**src/rtl/mux8_rr_scheduler_if.sv**
```systemverilog
// -----------------------------------------------------------------------------
// mux8_rr_scheduler_if
//
// Purpose:
//   Groups the request, mux-control and downstream handshake signals of
//   mux8_rr_scheduler. Signal names keep their _i/_o suffixes as seen from
//   the scheduler, so the RTL and the surrounding hub read the same way.
//
// Parameters:
//   SEL_W        width of sel_o (mux select); only the low 3 bits carry data.
//
// Signals:
//   enable_i      1 = new grants allowed; 0 = finish in-flight transfer only
//   req_i[7:0]    per-channel request level, held until acknowledged
//   chan_mask_i   per-channel eligibility, looked at only while idle
//   sel_o         mux select, binary channel index (upper bits are 0)
//   en_sel_o      mux load enable, one-cycle pulse
//   out_valid_o   mux output holds a valid byte for downstream
//   out_ready_i   downstream accepts the byte when out_valid_o & out_ready_i
//   chan_o[2:0]   index of the channel being offered
//   req_ack_o     one-hot, one-cycle acknowledge to the served channel
//   busy_o        scheduler is not idle
//   timeout_err_o one-cycle watchdog pulse (only with MUX8_SCHED_TIMEOUT_EN)
//
// Modports:
//   master  the scheduler itself
//   slave   the channel buffers / downstream side
//
// Build option:
//   MUX8_SCHED_TIMEOUT_EN adds timeout_err_o.
// -----------------------------------------------------------------------------
interface mux8_rr_scheduler_if #(
  parameter int SEL_W = 8
);

  logic             enable_i;
  logic [7:0]       req_i;
  logic [7:0]       chan_mask_i;
  logic [SEL_W-1:0] sel_o;
  logic             en_sel_o;
  logic             out_valid_o;
  logic             out_ready_i;
  logic [2:0]       chan_o;
  logic [7:0]       req_ack_o;
  logic             busy_o;
`ifdef MUX8_SCHED_TIMEOUT_EN
  logic             timeout_err_o;
`endif

  modport master (
    input  enable_i,
    input  req_i,
    input  chan_mask_i,
    input  out_ready_i,
    output sel_o,
    output en_sel_o,
    output out_valid_o,
    output chan_o,
    output req_ack_o,
    output busy_o
`ifdef MUX8_SCHED_TIMEOUT_EN
    , output timeout_err_o
`endif
  );

  modport slave (
    output enable_i,
    output req_i,
    output chan_mask_i,
    output out_ready_i,
    input  sel_o,
    input  en_sel_o,
    input  out_valid_o,
    input  chan_o,
    input  req_ack_o,
    input  busy_o
`ifdef MUX8_SCHED_TIMEOUT_EN
    , input timeout_err_o
`endif
  );

endinterface : mux8_rr_scheduler_if

```
**src/rtl/mux8_rr_scheduler.sv**
```systemverilog
// -----------------------------------------------------------------------------
// mux8_rr_scheduler
//
// Purpose:
//   Round-robin scheduler sharing one 8-input registered byte mux between
//   eight receive buffers. One transfer is in flight at a time:
//     IDLE    -> pick a winner among req_i & chan_mask_i, latch sel_o
//     SELECT  -> pulse en_sel_o so the mux loads at the end of this cycle
//     OFFER   -> out_valid_o high until downstream takes the byte
//     RELEASE -> one-hot req_ack_o to the served channel, advance pointer
//   Minimum 4 cycles per transfer. All outputs come straight from registers.
//
// Parameters:
//   SEL_W          width of sel_o, must match the mux select width (>= 3)
//   PTR_RST        round-robin pointer value after reset (0..7)
//   TIMEOUT_CYCLES OFFER watchdog limit (only with MUX8_SCHED_TIMEOUT_EN)
//
// Ports:
//   clk   clock, rising edge
//   rst   synchronous, active-low reset
//   bus   mux8_rr_scheduler_if.master (request, mux control, handshake)
//
// Build option:
//   MUX8_SCHED_TIMEOUT_EN  when defined, an OFFER that sees no out_ready_i for
//                          TIMEOUT_CYCLES consecutive cycles is dropped: no
//                          ack, timeout_err_o pulses, and the stalled channel
//                          loses priority. When undefined OFFER waits forever.
// -----------------------------------------------------------------------------
module mux8_rr_scheduler #(
  parameter int SEL_W          = 8,
  parameter int PTR_RST        = 0,
  parameter int TIMEOUT_CYCLES = 255
) (
  input logic                 clk,
  input logic                 rst,
  mux8_rr_scheduler_if.master bus
);

  typedef enum logic [1:0] {
    ST_IDLE    = 2'd0,
    ST_SELECT  = 2'd1,
    ST_OFFER   = 2'd2,
    ST_RELEASE = 2'd3
  } state_t;

  // ---------------------------------------------------------------------------
  // Registers
  // ---------------------------------------------------------------------------
  state_t     r_state;
  logic [2:0] r_ptr;        // highest-priority channel for the next grant
  logic [2:0] r_sel;        // channel being served; moves only on IDLE->SELECT
  logic       r_en_sel;
  logic       r_out_valid;
  logic [7:0] r_req_ack;
  logic       r_busy;

`ifdef MUX8_SCHED_TIMEOUT_EN
  localparam int WD_W = (TIMEOUT_CYCLES < 2) ? 1 : $clog2(TIMEOUT_CYCLES + 1);
  localparam logic [WD_W-1:0] WD_LAST = WD_W'(TIMEOUT_CYCLES - 1);

  logic [WD_W-1:0] r_wd_cnt;   // consecutive OFFER cycles without out_ready_i
  logic            r_timeout_err;
`else
  // The watchdog limit has no meaning in this build.
  logic w_unused_timeout;
  assign w_unused_timeout = (TIMEOUT_CYCLES != 0);
`endif

  // ---------------------------------------------------------------------------
  // Round-robin winner selection
  // ---------------------------------------------------------------------------
  // Scan ptr, ptr+1, ..., ptr+7 (mod 8) and return the first eligible channel.
  // The return value only matters when at least one bit of elig is set.
  function automatic logic [2:0] rr_pick(input logic [7:0] elig,
                                         input logic [2:0] ptr);
    logic [2:0] idx;
    logic       found;
    // NOTE: every variable gets a value before any conditional assignment, so
    // no path leaves one holding a stale value (in always_comb that is a latch).
    rr_pick = ptr;
    found   = 1'b0;
    for (int i = 0; i < 8; i++) begin
      idx = ptr + 3'(i);
      if (!found && elig[idx]) begin
        rr_pick = idx;
        found   = 1'b1;
      end
    end
  endfunction

  logic [7:0] w_eligible;
  logic       w_any_eligible;
  logic [2:0] w_winner;

  assign w_eligible     = bus.req_i & bus.chan_mask_i;
  assign w_any_eligible = |w_eligible;
  assign w_winner       = rr_pick(w_eligible, r_ptr);

  // ---------------------------------------------------------------------------
  // Control FSM with registered outputs
  // ---------------------------------------------------------------------------
  // NOTE: sequential state is assigned with <= only, so every register samples
  // the pre-edge values of the others regardless of statement order.
  always_ff @(posedge clk) begin
    if (!rst) begin
      // Reset abandons any transfer in flight; no acknowledge is produced.
      r_state     <= ST_IDLE;
      r_ptr       <= 3'(PTR_RST);
      r_sel       <= 3'd0;
      r_en_sel    <= 1'b0;
      r_out_valid <= 1'b0;
      r_req_ack   <= 8'h00;
      r_busy      <= 1'b0;
`ifdef MUX8_SCHED_TIMEOUT_EN
      r_wd_cnt      <= '0;
      r_timeout_err <= 1'b0;
`endif
    end else begin
      // Strobes are single-cycle; they fall back to 0 unless re-armed below.
      r_en_sel  <= 1'b0;
      r_req_ack <= 8'h00;
`ifdef MUX8_SCHED_TIMEOUT_EN
      r_timeout_err <= 1'b0;
`endif

      unique case (r_state)
        ST_IDLE: begin
          // enable_i and chan_mask_i only gate the start of a transfer.
          if (bus.enable_i && w_any_eligible) begin
            r_state  <= ST_SELECT;
            r_sel    <= w_winner;
            r_en_sel <= 1'b1;
            r_busy   <= 1'b1;
          end
        end

        ST_SELECT: begin
          // The mux loads on the edge that ends this cycle, so its output is
          // valid from the first OFFER cycle on.
          r_state     <= ST_OFFER;
          r_out_valid <= 1'b1;
`ifdef MUX8_SCHED_TIMEOUT_EN
          r_wd_cnt    <= '0;
`endif
        end

        ST_OFFER: begin
          if (bus.out_ready_i) begin
            // Byte accepted this cycle; acknowledge the served channel next.
            r_state     <= ST_RELEASE;
            r_out_valid <= 1'b0;
            r_req_ack   <= 8'(1) << r_sel;
            r_ptr       <= r_sel + 3'd1;
          end
`ifdef MUX8_SCHED_TIMEOUT_EN
          else if (r_wd_cnt == WD_LAST) begin
            // Downstream stalled too long: drop the byte without an ack and
            // move the pointer past the stalled channel.
            r_state       <= ST_IDLE;
            r_out_valid   <= 1'b0;
            r_busy        <= 1'b0;
            r_timeout_err <= 1'b1;
            r_ptr         <= r_sel + 3'd1;
          end else begin
            r_wd_cnt <= r_wd_cnt + WD_W'(1);
          end
`endif
        end

        ST_RELEASE: begin
          r_state <= ST_IDLE;
          r_busy  <= 1'b0;
        end

        default: begin
          r_state <= ST_IDLE;
          r_busy  <= 1'b0;
        end
      endcase
    end
  end

  // ---------------------------------------------------------------------------
  // Outputs
  // ---------------------------------------------------------------------------
  assign bus.sel_o       = SEL_W'(r_sel);   // upper SEL_W-3 bits are 0
  assign bus.chan_o      = r_sel;
  assign bus.en_sel_o    = r_en_sel;
  assign bus.out_valid_o = r_out_valid;
  assign bus.req_ack_o   = r_req_ack;
  assign bus.busy_o      = r_busy;
`ifdef MUX8_SCHED_TIMEOUT_EN
  assign bus.timeout_err_o = r_timeout_err;
`endif

endmodule : mux8_rr_scheduler

```
**src/flat_wrapper.sv**
```systemverilog
// flat-port wrapper written by rule: the top's interface ports become plain ports
module mux8_rr_scheduler_flat 
#(
  parameter int SEL_W          = 8,
  parameter int PTR_RST        = 0,
  parameter int TIMEOUT_CYCLES = 255
)
  (clk, rst, bus_enable_i, bus_req_i, bus_chan_mask_i, bus_out_ready_i, bus_sel_o, bus_en_sel_o, bus_out_valid_o, bus_chan_o, bus_req_ack_o, bus_busy_o);
  mux8_rr_scheduler_if #(.SEL_W(SEL_W)) bus_i ();
  input logic clk;
  input logic rst;
  input wire logic [$bits(bus_i.enable_i)-1:0] bus_enable_i;
  input wire logic [$bits(bus_i.req_i)-1:0] bus_req_i;
  input wire logic [$bits(bus_i.chan_mask_i)-1:0] bus_chan_mask_i;
  input wire logic [$bits(bus_i.out_ready_i)-1:0] bus_out_ready_i;
  output wire logic [$bits(bus_i.sel_o)-1:0] bus_sel_o;
  output wire logic [$bits(bus_i.en_sel_o)-1:0] bus_en_sel_o;
  output wire logic [$bits(bus_i.out_valid_o)-1:0] bus_out_valid_o;
  output wire logic [$bits(bus_i.chan_o)-1:0] bus_chan_o;
  output wire logic [$bits(bus_i.req_ack_o)-1:0] bus_req_ack_o;
  output wire logic [$bits(bus_i.busy_o)-1:0] bus_busy_o;
  assign bus_i.enable_i = bus_enable_i;
  assign bus_i.req_i = bus_req_i;
  assign bus_i.chan_mask_i = bus_chan_mask_i;
  assign bus_i.out_ready_i = bus_out_ready_i;
  assign bus_sel_o = bus_i.sel_o;
  assign bus_en_sel_o = bus_i.en_sel_o;
  assign bus_out_valid_o = bus_i.out_valid_o;
  assign bus_chan_o = bus_i.chan_o;
  assign bus_req_ack_o = bus_i.req_ack_o;
  assign bus_busy_o = bus_i.busy_o;
  mux8_rr_scheduler #(.SEL_W(SEL_W), .PTR_RST(PTR_RST), .TIMEOUT_CYCLES(TIMEOUT_CYCLES)) u_core (.clk(clk), .rst(rst), .bus(bus_i));
endmodule
```
**config.mk**
```make
export PLATFORM = sky130hd
export DESIGN_NAME = mux8_rr_scheduler_flat
export DESIGN_NICKNAME = d
export VERILOG_FILES = /design/src/rtl/mux8_rr_scheduler_if.sv /design/src/rtl/mux8_rr_scheduler.sv /design/src/flat_wrapper.sv
export SDC_FILE = /design/constraint.sdc
export NUM_CORES = 1
export LEC_CHECK = 0
export CAP_MARGIN = 20
export CORE_UTILIZATION = 30
export DETAILED_ROUTE_END_ITERATION = 16
export PLACE_DENSITY = 0.52
export SYNTH_ARGS = -nofsm -noshare
export SYNTH_HDL_FRONTEND = slang
export SYNTH_SLANG_ARGS = --single-unit
export TNS_END_PERCENT = 1
```
**constraint.sdc**
```tcl
create_clock -name clk -period 3.06 [get_ports clk]
set_input_delay 0.918 -clock clk [delete_from_list [all_inputs] [get_ports clk]]
set_output_delay 0.918 -clock clk [all_outputs]
set_load 0.1 [all_outputs]
```
==> results.sh <==
export IMPL_post_route_cells_drive_above_1_share_pct=26.7
export IMPL_cp_data_arrival_time_ns=3.11
export IMPL_detail_route_wl_per_cell_um=12.9
export IMPL_warnings_synthesis=0
export IMPL_min_delay_start="u_core.bus.out_valid_o"
export IMPL_clockRootBuffer="sky130_fd_sc_hd__clkbuf_8"
export IMPL_dp_cells=333
export IMPL_worstSetupPathType="in2reg"
export IMPL_io_pins=42
export IMPL_grt_max_degree=18
export IMPL_crit_path_end_kind="register"
export IMPL_synthToLayoutAreaGrowth_pct=33.3
export IMPL_worst_ep_required_time_ns=3.21
export IMPL_num_fill_cells=595
export IMPL_pwr_density_cell_nw_per_um2=689
export IMPL_final_setup_worst_slack_ns=0.0954
export IMPL_worst_slew_pin_transition_ns=0.535
export IMPL_cts_tree="done"
export IMPL_dr_total_vias=1684
export IMPL_antennaDiodeCount=0
export IMPL_via_count_of_the_first_global_routing_pass=1511
export IMPL_cts_htree_levels=1
export IMPL_synth_async_reset_ratio_pct=0
export IMPL_cts_clk_slew_worst_paths_ns=0.07
export IMPL_clk_insertion_delay_late_ns=0.25
export IMPL_global_route_overflow_total=0
export IMPL_io_buffers=36
export IMPL_die_width_um=77.8
export IMPL_drc=0
export IMPL_status="complete, no violations"
export IMPL_synth_cell_area_um2=1730
export IMPL_finalNetCount=298
export IMPL_timing_reg2reg_setup_slack_ns=0.43
export IMPL_total_power_mw=1.58
export IMPL_synth_cell_type_count=49
export IMPL_ys_seq_elements=19
export IMPL_max_freq_mhz=337
export IMPL_report_final_setup_viol=0
export IMPL_clock_sinks=19
export IMPL_die_height_um=77.8
export IMPL_multiInputGateArea_um2=1220
export IMPL_placement_cell_area_um2=2220
export IMPL_wirelength_um=4350
export IMPL_hold_path_class="reg2reg"
export IMPL_leakage_nw=0.965
export IMPL_sort_of_element_at_the_start_of_the_critical_path="input port"
export IMPL_post_drt_via_cell_ratio=4.98
export IMPL_detailedPlacementHpwl_um=3510
export IMPL_critical_path_max_fanout=6
export IMPL_cts_hold_repair_buffers=0
export IMPL_worstRegToRegCells=8
export IMPL_slew_headroom_pct=64.3
export IMPL_die_area_um2=6060
export IMPL_synth_seq_area_share_pct=22.0
export IMPL_first_pass_iters=4
export IMPL_max_cap_viol_count=0
export IMPL_layoutNonFillerInstCount=338
export IMPL_post_layout_inst_area_um2=2300
export IMPL_regArea_um2=380
export IMPL_hold_path_end="u_core.bus.out_valid_o"
export IMPL_maxSlewViolCount=0
export IMPL_syn_mean_instance_area_um2=8.26
export IMPL_place_gp_congestion=0.834
export IMPL_irDropWorstVdd_uv=389
export IMPL_final_antenna_net_count=0
export IMPL_initialDrtViolationCount=77
export IMPL_post_route_period_util_pct=96.9
export IMPL_number_of_rows_in_the_core_area=27
export IMPL_detailedPlace_worstSlack_ns=-0.268
export IMPL_finalClockSkew_ns=0.00180
export IMPL_r2r_end="u_core.bus.chan_o[1]"
export IMPL_number_of_buffers_created_by_cts=3
export IMPL_synth_enable_flop_cells=0
export IMPL_start_util_pct=31.1
export IMPL_hold_viol=0
export IMPL_postLayoutCoreUtil_pct=41.5
export IMPL_global_route_usage_total_pct=15.2
export IMPL_placeableCoreArea_um2=5540
export IMPL_min_path_cells=2
export IMPL_layout_min_cycle_time_ns=2.96
export IMPL_antenna_found_initial=0
export IMPL_ys_flop_type="sky130_fd_sc_hd__dfxtp_1"
export IMPL_clock_path_buffers=2
export IMPL_syn_instance_count=209
export IMPL_grt_pass1_wl_um=7410
export IMPL_crit_reg2reg_launch="u_core.r_ptr[1]"
[cells by family after synthesis]
logic type,after synthesis,synth area share [%]
xor+xnor,5,2.54
simple gates,87,24.5
buf+inv,25,9.35
other cells,1,0.217
flops,19,22.0
compound gates,45,17.8
fa+ha+maj,11,7.98
mux,16,15.6
[metrics by stage]
step	setup TNS (ns)	hold WS [ns]
global placement	-0.661	0.475
CTS	0	0.491
finish	0	0.492
floorplan	0	0.511
global route	-0.00947	0.527
detailed placement	-0.752	0.480
[power breakdown]
part	internal (mW)	switching [mW]	leakage, nW
registers	0.293	0.0543	0.155
clock network	0.0903	0.0778	0.0255
logic	0.393	0.676	0.785
total	0.777	0.808	0.965
[worst max-delay path, stage by stage]
cell	delay, ns
sky130_fd_sc_hd__clkdlybuf4s50_1	0.39
sky130_fd_sc_hd__nand2_1	0.15
sky130_fd_sc_hd__o21ai_1	0.15
sky130_fd_sc_hd__mux4_2	0.58
sky130_fd_sc_hd__or2_4	0.28
sky130_fd_sc_hd__o311ai_2	0.29
sky130_fd_sc_hd__nand3_1	0.11
sky130_fd_sc_hd__a22o_1	0.23
[worst max path at each step]
stage,start,end,cells past startpoint
floorplan,bus_req_i[1],u_core.bus.chan_o[0],8
global route,bus_req_i[1],u_core.bus.chan_o[1],8
CTS,bus_req_i[3],u_core.bus.chan_o[1],8
finish,bus_req_i[1],u_core.bus.chan_o[1],8
global placement,bus_req_i[7],u_core.bus.chan_o[1],8
detailed placement,bus_req_i[3],u_core.bus.chan_o[1],8
[repair_timing]
item,CTS,global route
setup endpoints to repair,0,3
gates resized for setup,0,10
setup buffers,0,1
[metal layers]
layer	share of wire (%)	GRT usage, %	wire [um]
met4	0.35	2.26	15
met5	0	0	0
met1	52	22.8	2270
met3	3.1	2.24	136
met2	44	23.2	1920
[layout make-up]
type	count	share of cell area, %
clock buffer	3	1.80
clock inverter	1	0.218
inverter	11	1.80
multi-input combinational	169	53.1
sequential	19	16.5
tap	72	3.92
timing repair buffer	63	22.6
[sequential cells by signal (all words and copies together) (netlist names)]
signal / cells
u_core.bus.chan_o: 3
u_core.r_state: 2
u_core.r_ptr: 3
u_core.bus.out_valid_o: 1
u_core.bus.busy_o: 1
u_core.bus.en_sel_o: 1
u_core.bus.req_ack_o: 8
[synth_stat cells, types with 3 or more instances]
cell type                  instances  area [um2]
sky130_fd_sc_hd__a211oi_1          3        22.5
sky130_fd_sc_hd__a21oi_1           8        40.0
sky130_fd_sc_hd__and2_1           12        75.1
sky130_fd_sc_hd__buf_4             8        60.1
sky130_fd_sc_hd__dfxtp_1          19         380
sky130_fd_sc_hd__ha_1             11         138
sky130_fd_sc_hd__inv_1             9        33.8
sky130_fd_sc_hd__mux2i_1           6        60.1
sky130_fd_sc_hd__mux4_2            6         135
sky130_fd_sc_hd__nand2_1          22        82.6
sky130_fd_sc_hd__nand3_1          12        60.1
sky130_fd_sc_hd__nand4_1           3        18.8
sky130_fd_sc_hd__nor2_1           25        93.8
sky130_fd_sc_hd__o21a_1            4        30.0
sky130_fd_sc_hd__o21ai_0          11        55.1
sky130_fd_sc_hd__o22ai_1           4        25.0
sky130_fd_sc_hd__xor2_1            3        26.3
[placed cells by master, fill, tap and decap left out, drive strengths merged, types with 2 or more instances in the layout]
cell / instances
o21a: 4
clkbuf: 3
nor3: 3
o221ai: 2
mux4: 8
clkdlybuf4s50: 19
o21ai: 11
mux2i: 6
and3: 2
xor2: 3
dfxtp: 19
and2: 12
nand2b: 2
nor4: 2
nand3: 12
xnor2: 2
nand4: 3
nor2b: 2
nand2: 22
o22a: 2
a31o: 2
mux2: 2
clkinv: 2
conb: 5
ha: 11
a211oi: 4
o22ai: 4
a21oi: 8
inv: 10
nor2: 25
buf: 44
No activity file was read; power rests on OpenSTA's default activity.
